`config.mk`:
```
export PLATFORM = sky130hd
export DESIGN_NAME = display_mux_7seg
export DESIGN_NICKNAME = d
export VERILOG_FILES = /design/src/rtl/display_mux_7seg.sv
export SDC_FILE = /design/constraint.sdc
export NUM_CORES = 1
export LEC_CHECK = 0
export BUFFER_PORTS_ARGS = -buffer_cell sky130_fd_sc_hd__buf_2
export CAP_MARGIN = 20
export CELL_PAD_IN_SITES_DETAIL_PLACEMENT = 1
export CELL_PAD_IN_SITES_GLOBAL_PLACEMENT = 1
export CORE_MARGIN = 2
export CORE_UTILIZATION = 40
export CTS_CLUSTER_SIZE = 28
export DETAILED_ROUTE_END_ITERATION = 16
export PLACE_DENSITY = 0.76
export SETUP_SLACK_MARGIN = 0.1
export SYNTH_ARGS = -nofsm -noshare
export SYNTH_HDL_FRONTEND = slang
export SYNTH_SLANG_ARGS = --single-unit
```
`constraint.sdc`:
```
create_clock -name clk -period 1.9 [get_ports clk]
set_input_delay 0.19 -clock clk [delete_from_list [all_inputs] [get_ports clk]]
set_output_delay 0.19 -clock clk [all_outputs]
set_load 0.02 [all_outputs]
```
`src/rtl/display_mux_7seg.sv`:
```
// rtl/display_mux_7seg.sv - 4-digit multiplexed 7-segment display driver
//
// Scans a 4-digit common-anode display one digit per rising scan_clk edge.
// It decodes BCD or hex digits, suppresses leading zeros, and supports
// per-digit decimal points and per-digit blinking.
//
// Ports:
//   clk        system clock
//   rst_n      asynchronous active-low reset
//   scan_clk   scan square wave (asynchronous level)
//   blink_clk  blink square wave (asynchronous level)
//   data_in    four nibbles, [3:0] = digit 0 (rightmost)
//   dp_mask    decimal point enable per digit
//   blink_mask blink enable per digit
//   lz_en      leading-zero suppression enable
//   seg_n      segments g..a, active-low
//   dp_n       decimal point, active-low
//   an_n       digit anodes, active-low
//   frame_done one-cycle pulse when the digit index wraps 3->0
module display_mux_7seg #(
   parameter int BLANK_CYCLES = 64,
   parameter bit HEX_MODE     = 1'b1,
   parameter int CNT_W        = 8
) (
   input  logic        clk,
   input  logic        rst_n,
   input  logic        scan_clk,
   input  logic        blink_clk,
   input  logic [15:0] data_in,
   input  logic [3:0]  dp_mask,
   input  logic [3:0]  blink_mask,
   input  logic        lz_en,
   output logic [6:0]  seg_n,
   output logic        dp_n,
   output logic [3:0]  an_n,
   output logic        frame_done
);

   typedef enum logic {ST_BLANK, ST_DRIVE} state_t;

   state_t           state_q, state_d;
   logic [CNT_W-1:0] cnt_q, cnt_d;
   logic [1:0]       idx_q, idx_d;
   logic             scan_q1, scan_q2, scan_q3;
   logic             blink_q1, blink_q2;
   logic [15:0]      data_q;
   logic [3:0]       dp_mask_q, blink_mask_q;
   logic             lz_q;
   logic             valid_q;
   logic [6:0]       seg_n_q, seg_n_d;
   logic             dp_n_q, dp_n_d;
   logic [3:0]       an_n_q, an_n_d;
   logic             frame_done_q;

   logic             step, wrap, blink_on, dark;
   logic [3:0]       nibble;
   logic [3:0]       zero_from;

   assign step     = scan_q2 & ~scan_q3;
   assign wrap     = step && (idx_q == 2'd3);
   assign blink_on = blink_q2;

   function automatic logic [6:0] decode(input logic [3:0] v);
      logic [6:0] s;
      case (v)
         4'h0: s = 7'h40;
         4'h1: s = 7'h79;
         4'h2: s = 7'h24;
         4'h3: s = 7'h30;
         4'h4: s = 7'h19;
         4'h5: s = 7'h12;
         4'h6: s = 7'h02;
         4'h7: s = 7'h78;
         4'h8: s = 7'h00;
         4'h9: s = 7'h10;
         4'hA: s = HEX_MODE ? 7'h08 : 7'h3F;
         4'hB: s = HEX_MODE ? 7'h03 : 7'h3F;
         4'hC: s = HEX_MODE ? 7'h46 : 7'h3F;
         4'hD: s = HEX_MODE ? 7'h21 : 7'h3F;
         4'hE: s = HEX_MODE ? 7'h06 : 7'h3F;
         default: s = HEX_MODE ? 7'h0E : 7'h3F;
      endcase
      return s;
   endfunction

   always_comb begin
      case (idx_q)
         2'd0:    nibble = data_q[3:0];
         2'd1:    nibble = data_q[7:4];
         2'd2:    nibble = data_q[11:8];
         default: nibble = data_q[15:12];
      endcase
   end

   // zero_from[i]: nibble i and every higher nibble are zero; digit 0 is never hidden.
   always_comb begin
      zero_from[3] = (data_q[15:12] == 4'h0);
      zero_from[2] = zero_from[3] && (data_q[11:8] == 4'h0);
      zero_from[1] = zero_from[2] && (data_q[7:4] == 4'h0);
      zero_from[0] = 1'b0;
   end

   // Nothing is shown until the first wrap has loaded the shadows.
   assign dark = !valid_q || (lz_q && zero_from[idx_q]) ||
                 (blink_on && blink_mask_q[idx_q]);

   always_comb begin
      state_d = state_q;
      cnt_d   = cnt_q;
      idx_d   = idx_q;
      if (step) begin
         state_d = ST_BLANK;
         cnt_d   = CNT_W'(BLANK_CYCLES);
         idx_d   = idx_q + 2'd1;
      end else if (state_q == ST_BLANK) begin
         if (cnt_q == '0) state_d = ST_DRIVE;
         else             cnt_d   = cnt_q - 1'b1;
      end
   end

   // Outputs are registered from the next state, so the dark interval
   // covers exactly the BLANK state and the digit appears on entry to DRIVE.
   always_comb begin
      an_n_d  = 4'hF;
      seg_n_d = 7'h7F;
      dp_n_d  = 1'b1;
      if (state_d == ST_DRIVE && !dark) begin
         an_n_d  = ~(4'b0001 << idx_q);
         seg_n_d = decode(nibble);
         dp_n_d  = ~dp_mask_q[idx_q];
      end
   end

   always_ff @(posedge clk or negedge rst_n) begin
      if (!rst_n) begin
         state_q      <= ST_BLANK;
         cnt_q        <= '0;
         idx_q        <= 2'd0;
         scan_q1      <= 1'b0;
         scan_q2      <= 1'b0;
         scan_q3      <= 1'b0;
         blink_q1     <= 1'b0;
         blink_q2     <= 1'b0;
         data_q       <= 16'h0;
         dp_mask_q    <= 4'h0;
         blink_mask_q <= 4'h0;
         lz_q         <= 1'b0;
         valid_q      <= 1'b0;
         seg_n_q      <= 7'h7F;
         dp_n_q       <= 1'b1;
         an_n_q       <= 4'hF;
         frame_done_q <= 1'b0;
      end else begin
         state_q      <= state_d;
         cnt_q        <= cnt_d;
         idx_q        <= idx_d;
         scan_q1      <= scan_clk;
         scan_q2      <= scan_q1;
         scan_q3      <= scan_q2;
         blink_q1     <= blink_clk;
         blink_q2     <= blink_q1;
         seg_n_q      <= seg_n_d;
         dp_n_q       <= dp_n_d;
         an_n_q       <= an_n_d;
         frame_done_q <= wrap;
         if (wrap) begin
            data_q       <= data_in;
            dp_mask_q    <= dp_mask;
            blink_mask_q <= blink_mask;
            lz_q         <= lz_en;
            valid_q      <= 1'b1;
         end
      end
   end

   assign seg_n      = seg_n_q;
   assign dp_n       = dp_n_q;
   assign an_n       = an_n_q;
   assign frame_done = frame_done_q;

endmodule

```
==> run_results.csv, run 1 <==
group,metric,value,unit
cells_and_area,drive_gt1_frac,0.563,
global_routing,grt_pass1_wl,9540,µm
logic_synthesis,syn_avg_cell_area,12.6,µm²
floorplan,num_io_pins,42,
logic_synthesis,synth_area,0.00253,mm²
timing,rsz0062_at_grt,"true",
cells_and_area,areaGrowthSynthToFinish,32.2,%
power_and_ir_drop,p_per_area,1880,mW/mm²
worst_setup_path,path_buf_inv,3,
place,post-place-ws,-0.123,ns
routing,vias_per_cell,5.13,
place,numPortBuffers,41,
logic_synthesis,syn_inst,200,
logic_synthesis,synth_nets,240,
worst_setup_path,r2r_cells,11,
logic_synthesis,synth-seq-cells,55,
routing,wirelength,5940,µm
clocking,numCtsBuffers,5,
worst_setup_path,reg2reg_from,"idx_q[0]$_DFFE_PN0P_",
hold_path,hold_path_depth,3,
logic_synthesis,synth-compound-area-share,0.0837,
timing,worstMarginPinSlew,0.575,ns
timing,worst_slack,-0.177,ns
floorplan,die_area,0.00697,mm²
worst_setup_path,path_delay_family,"flip-flops",
worst_setup_path,crit_slowest_cell,"dfrtp_2",
worst_setup_path,slowest_delay,0.46,ns
global_routing,grtUsageTotal,0.173,
clocking,clock-sinks,55,
status,violations,"setup timing",
place,gp_congestion,0.844,
logic_synthesis,synthSimpleGateAreaFrac,0.104,
worst_setup_path,path_max_fanout,4,
global_routing,grt_pass1_vias,1937,
floorplan,fp.dieW,83.5,µm
worst_setup_path,critPathLaunch,"idx_q[0]$_DFFE_PN0P_",
logic_synthesis,muxShareOfSynthArea,0.146,
worst_setup_path,end_kind,"flop",
power_and_ir_drop,p_leak,1.45,nW
logic_synthesis,synth_top_family_by_area,"multiplexers",
global_routing,grt_overflow,0,
routing,drt_iter0_drc,50,
cells_and_area,antenna_cells,0,
logic_synthesis,ys_warn_count,0,
clocking,clockBufferDepth,2,
timing,hold_viol_final,0,
global_routing,grt_max_degree,32,
routing,ant_nets,0,
hold_path,hold_path.class,"primary input to flop",
clocking,clk_pin_slew,0.10,ns
global_routing,antenna_found_initial,0,
worst_setup_path,worstPathArrival,2.32,ns
timing,fin_crit_sh,1.09,
worst_setup_path,path_class,"flop to flop",
worst_setup_path,worstReg2RegEnd,"seg_n[3]$_DFF_PN1_",
routing,drtPass1Iterations,4,
logic_synthesis,synth-edff-count,0,
status,status,"finished with violations",
timing,drv_slew,0,
worst_setup_path,timing.reg2reg.setup_slack,-0.18,ns
clocking,clkLatencyLatePin,0.32,ns
worst_setup_path,cp-start-kind,"flop",
routing,wl_per_cell,17.1,µm
timing,setup_viol,9,
cells_and_area,fin_nets,311,
logic_synthesis,synthAdderAreaFrac,0.0545,
hold_path,min_from,"data_in[12]",
place,dp.cells,328,
cells_and_area,fin_cells,347,
floorplan,fp.dieH,83.5,µm
clocking,ctsHtreeMaxLevel,2,
worst_setup_path,worstPathCellList,"buf_6 > ha_4 > buf_4 > nand2_1 > nand2_1 > mux2i_4 > buf_4 > ha_2 > nor2b_1 > a211oi_2 > o21ai_1",
timing,max_freq,481,MHz
floorplan,core_area,0.00603,mm²
logic_synthesis,synthTopCellsByArea,"dfrtp_1 43%, dfstp_2 12%, mux2_2 10%",
logic_synthesis,synth_common_cells,"43 x dfrtp_1, 23 x mux2_2, 17 x nand2_1",
clocking,cts_tree,"built",
routing,drt_drc_violations_left,0,
logic_synthesis,synth_cell_type_count,34,
logic_synthesis,synth_xor_area_frac,0.0243,
flow_run,maxCapViolCount,0,
logic_synthesis,synth_top_cell_by_area,"dfrtp_1",
timing,layout_min_cycle_time,2.08,ns
floorplan,start_util,0.419,
routing,vias,1779,
place,hpwlAfterDp,4160,µm
floorplan,std_cell_rows,28,
logic_synthesis,synth_top_area_share,0.426,
cells_and_area,final_core_util,0.554,
timing,relSlewSlack,0.616,
worst_setup_path,worst-endpoint-required,2.14,ns
logic_synthesis,synth-main-ff-cell,"dfrtp_1",
hold_path,hold_path_end,"data_q[12]$_DFFE_PN0P_",
timing,fin_skew,0.00723,ns
logic_synthesis,synthArstFlopShare,1.00,
logic_synthesis,synth-seq-area-share,0.550,
power_and_ir_drop,ir_drop,0.845,mV
clocking,root_buffer,"clkbuf_8",
logic_synthesis,synth_most_common_cell,"dfrtp_1",
worst max path at each step:
| stage | cells after the start | to | slack (ns) |
|---|---|---|---|
| final | 11 | seg_n[3]$_DFF_PN1_ | -0.18 |
| after floorplan | 8 | seg_n[3]$_DFF_PN1_ | 0.05 |
| after detailed placement | 9 | seg_n[3]$_DFF_PN1_ | -0.12 |
| after global routing | 11 | seg_n[3]$_DFF_PN1_ | -0.21 |
| after global placement | 8 | seg_n[1]$_DFF_PN1_ | -0.0009 |
| after CTS | 8 | seg_n[3]$_DFF_PN1_ | -0.11 |
layout by cell type, fill, tap and decap left out, types with 5 or more instances in the layout:
cell,synthesis,routed
nand3_1,5,5
ha_4,0,5
inv_2,0,5
nor2_1,12,11
inv_1,12,6
buf_6,2,6
o21ai_0,8,7
clkbuf_8,0,6
mux2_2,23,23
dfstp_2,12,12
dfrtp_1,43,41
nand2_2,1,7
nand2_1,17,10
buf_2,3,41
xor2_1,5,5
buf_4,0,20
state kept, by name, indices dropped and copies added (netlist names):
| register | cells |
|---|---|
| an_n | 4 |
| blink_mask_q | 4 |
| blink_on | 1 |
| blink_q1 | 1 |
| cnt_q | 8 |
| data_q | 16 |
| dp_mask_q | 4 |
| dp_n | 1 |
| frame_done | 1 |
| idx_q | 2 |
| lz_q | 1 |
| scan_q1 | 1 |
| scan_q2 | 1 |
| scan_q3 | 1 |
| seg_n | 7 |
| state_q | 1 |
| valid_q | 1 |
area by class of cell:
cell class	count	area (µm²)
timing repair buffer	72	493
clock inverter	2	35.0
clock buffer	6	82.6
tap	75	93.8
multi-input combinational	125	1190
fill	649	2690
sequential	55	1390
inverter	12	47.5
what timing repair did:
item,CTS,global route
hold buffers,3,0
resized for setup,10,26
gates cloned,0,1
setup buffers,2,6
setup endpoints to repair,8,21
pin swaps,5,12
endpoints found under the hold margin,16,0
logic make-up after synthesis:
| group | Yosys count |
|---|---|
| adders and majority gates | 11 |
| muxes | 31 |
| DFF | 55 |
| and+or+nand+nor | 49 |
| xor gates and xnor gates | 7 |
| AOI/OAI and AO/OA | 27 |
| buffers and inverters | 20 |
per-stage QoR:
step	area, µm²	total power [mW]	setup TNS, ns	hold slack, ns
CTS	3190	5.77	-0.316	0.0700
global route	3340	6.73	-1.68	0.0840
floorplan	2570	3.81	0	-0.106
global placement	2990	4.57	-0.000942	0.232
finish	3340	6.29	-0.579	0.0719
detailed placement	2990	4.71	-0.324	0.229
routing by layer:
metal | routed length (µm) | vias up | GRT usage
li1 | - | 838 | -
met1 | 2380 | 907 | 0.207
met2 | 3300 | 28 | 0.314
met3 | 178 | 6 | 0.0356
met4 | 79 | 0 | 0.0528
met5 | 0 | - | 0
worst min-delay path, stage by stage:
cell     delay [ns]
buf_2          0.08
nand2_1        0.04
o21ai_0        0.05
power by group:
group / switching [mW] / total, mW / internal, mW
combinational: 1.76 / 3.48 / 1.72
sequential: 0.365 / 2.00 / 1.64
clock: 0.380 / 0.806 / 0.427
total: 2.50 / 6.29 / 3.79
Note: power is estimated with default switching activity, not from simulation.
==> run 2: changes to the inputs <==
--- a/config.mk
+++ b/config.mk
@@ -10,11 +10,13 @@
 export CELL_PAD_IN_SITES_DETAIL_PLACEMENT = 1
 export CELL_PAD_IN_SITES_GLOBAL_PLACEMENT = 1
 export CORE_MARGIN = 2
-export CORE_UTILIZATION = 40
-export CTS_CLUSTER_SIZE = 28
+export CORE_UTILIZATION = 42
+export CTS_BUF_LIST = sky130_fd_sc_hd__clkbuf_8
+export CTS_CLUSTER_SIZE = 30
 export DETAILED_ROUTE_END_ITERATION = 16
-export PLACE_DENSITY = 0.76
+export PLACE_DENSITY = 0.8
 export SETUP_SLACK_MARGIN = 0.1
+export SLEW_MARGIN = 0
 export SYNTH_ARGS = -nofsm -noshare
 export SYNTH_HDL_FRONTEND = slang
 export SYNTH_SLANG_ARGS = --single-unit
==> run 2 against run 1 <==
Net effect: the flow still finishes with violations (setup timing); register-to-register slack gained 0.03 ns; final cell count shrank 0.86%; critical path depth decreased by 2; via count is 0.73% lower; sequential power is essentially flat; critical endpoint unchanged; hold slack better by 0.022 ns; combinational power shrank 5%.
==> run_results.csv, run 2 (synthesis gave the netlist of run 1 again) <==
group,metric,value,unit
floorplan,core_area,0.00585,mm²
floorplan,fp.dieW,81.6,µm
cells_and_area,antenna_cells,0,
clocking,clock-sinks,55,
cells_and_area,fin_nets,308,
cells_and_area,final_cell_mix,"41 x dfrtp_1, 41 x buf_2, 23 x mux2_2",
worst_setup_path,reg2reg_from,"idx_q[0]$_DFFE_PN0P_",
cells_and_area,areaGrowthSynthToFinish,28.8,%
timing,fin_skew,0.00804,ns
timing,setup_viol,7,
worst_setup_path,crit_slowest_cell,"dfrtp_2",
global_routing,grtUsageTotal,0.180,
worst_setup_path,cp-start-kind,"flop",
routing,drtPass1Iterations,4,
worst_setup_path,path_max_fanout,4,
power_and_ir_drop,p_comb_frac,0.560,
routing,vias_per_cell,5.13,
worst_setup_path,worst-endpoint-required,2.13,ns
floorplan,std_cell_rows,28,
timing,max_freq,489,MHz
cells_and_area,stdcell_area,0.00326,mm²
power_and_ir_drop,internal_power,3.56,mW
clocking,cts_tree,"built",
cells_and_area,drive_gt1_frac,0.532,
timing,fin_crit_sh,1.08,
timing,worst_slack,-0.146,ns
place,dp.cells,327,
floorplan,num_io_pins,42,
timing,relSlewSlack,0.570,
power_and_ir_drop,swShare,0.400,
routing,drt_iter0_drc,67,
floorplan,die_area,0.00665,mm²
worst_setup_path,end_kind,"flop",
global_routing,gr-usage-met1,0.223,
flow_run,maxCapViolCount,0,
timing,drv_slew,0,
hold_path,hold_path.class,"primary input to flop",
global_routing,antenna_found_initial,0,
worst_setup_path,path_class,"flop to flop",
timing,rsz0062_at_grt,"true",
cells_and_area,largest_register_ffs,16,
floorplan,fp.dieH,81.6,µm
routing,vias,1766,
global_routing,grt_pass1_vias,1967,
worst_setup_path,critPathLaunch,"idx_q[0]$_DFFE_PN0P_",
worst_setup_path,timing.reg2reg.setup_slack,-0.15,ns
worst_setup_path,slowest_delay,0.45,ns
clocking,clk_pin_slew,0.09,ns
place,place_area,0.00300,mm²
routing,drt_drc_violations_left,0,
global_routing,grt_pass1_wl,9140,µm
worst_setup_path,worstReg2RegEnd,"seg_n[3]$_DFF_PN1_",
place,gp_congestion,0.931,
routing,ant_nets,0,
power_and_ir_drop,p_per_area,1820,mW/mm²
clocking,numCtsBuffers,5,
power_and_ir_drop,p_sw,2.37,mW
global_routing,gr-usage-met2,0.320,
cells_and_area,max_flop_register,"data_q",
global_routing,global_route.usage.met3,0.0396,
place,numPortBuffers,41,
power_and_ir_drop,power_frac_clock,0.109,
global_routing,busiest_layer,"met2",
power_and_ir_drop,pwr-share-seq,0.331,
power_and_ir_drop,p_leak,1.40,nW
clocking,ctsHtreeMaxLevel,2,
timing,hold_viol_final,0,
routing,wl_per_cell,16.2,µm
clocking,clkLatencyLatePin,0.30,ns
status,violations,"setup timing",
worst_setup_path,worstPathArrival,2.28,ns
status,status,"finished with violations",
power_and_ir_drop,ir_drop,0.840,mV
worst_setup_path,r2r_cells,9,
global_routing,grt_max_degree,29,
floorplan,start_util,0.432,
clocking,clockBufferDepth,2,
clocking,root_buffer,"clkbuf_8",
timing,layout_min_cycle_time,2.05,ns
global_routing,grt_overflow,0,
timing,worstMarginPinSlew,0.645,ns
place,hpwlAfterDp,4160,µm
routing,wirelength,5590,µm
worst_setup_path,crit_path_end,"seg_n[3]$_DFF_PN1_",
cells_and_area,fin_cells,344,
worst_setup_path,worstPathCellList,"buf_4 > ha_1 > buf_4 > mux2i_2 > inv_2 > ha_4 > mux2i_2 > nor2_1 > o21ai_1",
## run 2: worst min-delay path by stage
| stage | startpoint | end | slack, ns | cells after the start |
|---|---|---|---|---|
| finish | data_in[12] | data_q[12]$_DFFE_PN0P_ | 0.09 | 3 |
| global route | data_in[14] | data_q[14]$_DFFE_PN0P_ | 0.09 | 3 |
| CTS | data_in[12] | data_q[12]$_DFFE_PN0P_ | 0.09 | 3 |
| detailed placement | rst_n | dp_mask_q[3]$_DFFE_PN0P_ | 0.26 | 1 |
| global placement | rst_n | dp_mask_q[3]$_DFFE_PN0P_ | 0.25 | 1 |
| floorplan | rst_n | blink_mask_q[0]$_DFFE_PN0P_ | -0.11 | 0 |
## run 2: stage by stage
step	power, mW	util	setup WS, ns	hold slack [ns]	setup TNS (ns)
after floorplan	3.81	-	0.0542	-0.106	0
after global placement	4.55	0.513	-0.103	0.248	-0.202
after detailed placement	4.69	0.513	-0.104	0.258	-0.443
after CTS	5.63	0.544	-0.0941	0.0923	-0.327
after global routing	6.39	0.556	-0.248	0.0888	-1.40
final	5.93	0.556	-0.146	0.0938	-0.721
## run 2: routing by layer
| metal | part of all wire | wire length [µm] |
|---|---|---|
| met3 | 0.038 | 215 |
| met2 | 0.55 | 3050 |
| met4 | 0.0098 | 55 |
| met5 | 0 | 0 |
| met1 | 0.41 | 2270 |
## run 2: repair_timing
action                                 4_1_cts  5_1_grt
gates resized for setup                      8       12
endpoints found under the hold margin       27        0
setup buffers                                4        2
pin swaps                                    7        9
hold buffers                                 3        0
setup endpoints to repair                    7       13
## run 2: power groups by stage
| stage | Combinational, mW | Sequential (mW) | Clock (mW) |
|---|---|---|---|
| after floorplan | 1.84 | 1.97 | 0 |
| after global placement | 2.58 | 1.97 | 0 |
| after detailed placement | 2.70 | 2.00 | 0 |
| after CTS | 2.99 | 1.97 | 0.667 |
| after global routing | 3.65 | 2.02 | 0.719 |
| final | 3.32 | 1.97 | 0.647 |
## run 2: final cells by class
type	count	area, µm²
clock buffer	6	82.6
clock inverter	2	8.76
fill	634	2590
inverter	12	50.0
multi-input combinational	125	1160
sequential	55	1390
tap	75	93.8
timing repair buffer	69	464
## run 2: critical path, delay by kind of cell, from the launching register on
| kind | cells | cell delay (ns) |
|---|---|---|
| AOI/OAI and AO/OA | 1 | 0.12 |
| adders and majority gates | 2 | 0.46 |
| buffers and inverters | 3 | 0.41 |
| DFF | 1 | 0.45 |
| muxes | 2 | 0.45 |
| and+or+nand+nor | 1 | 0.08 |
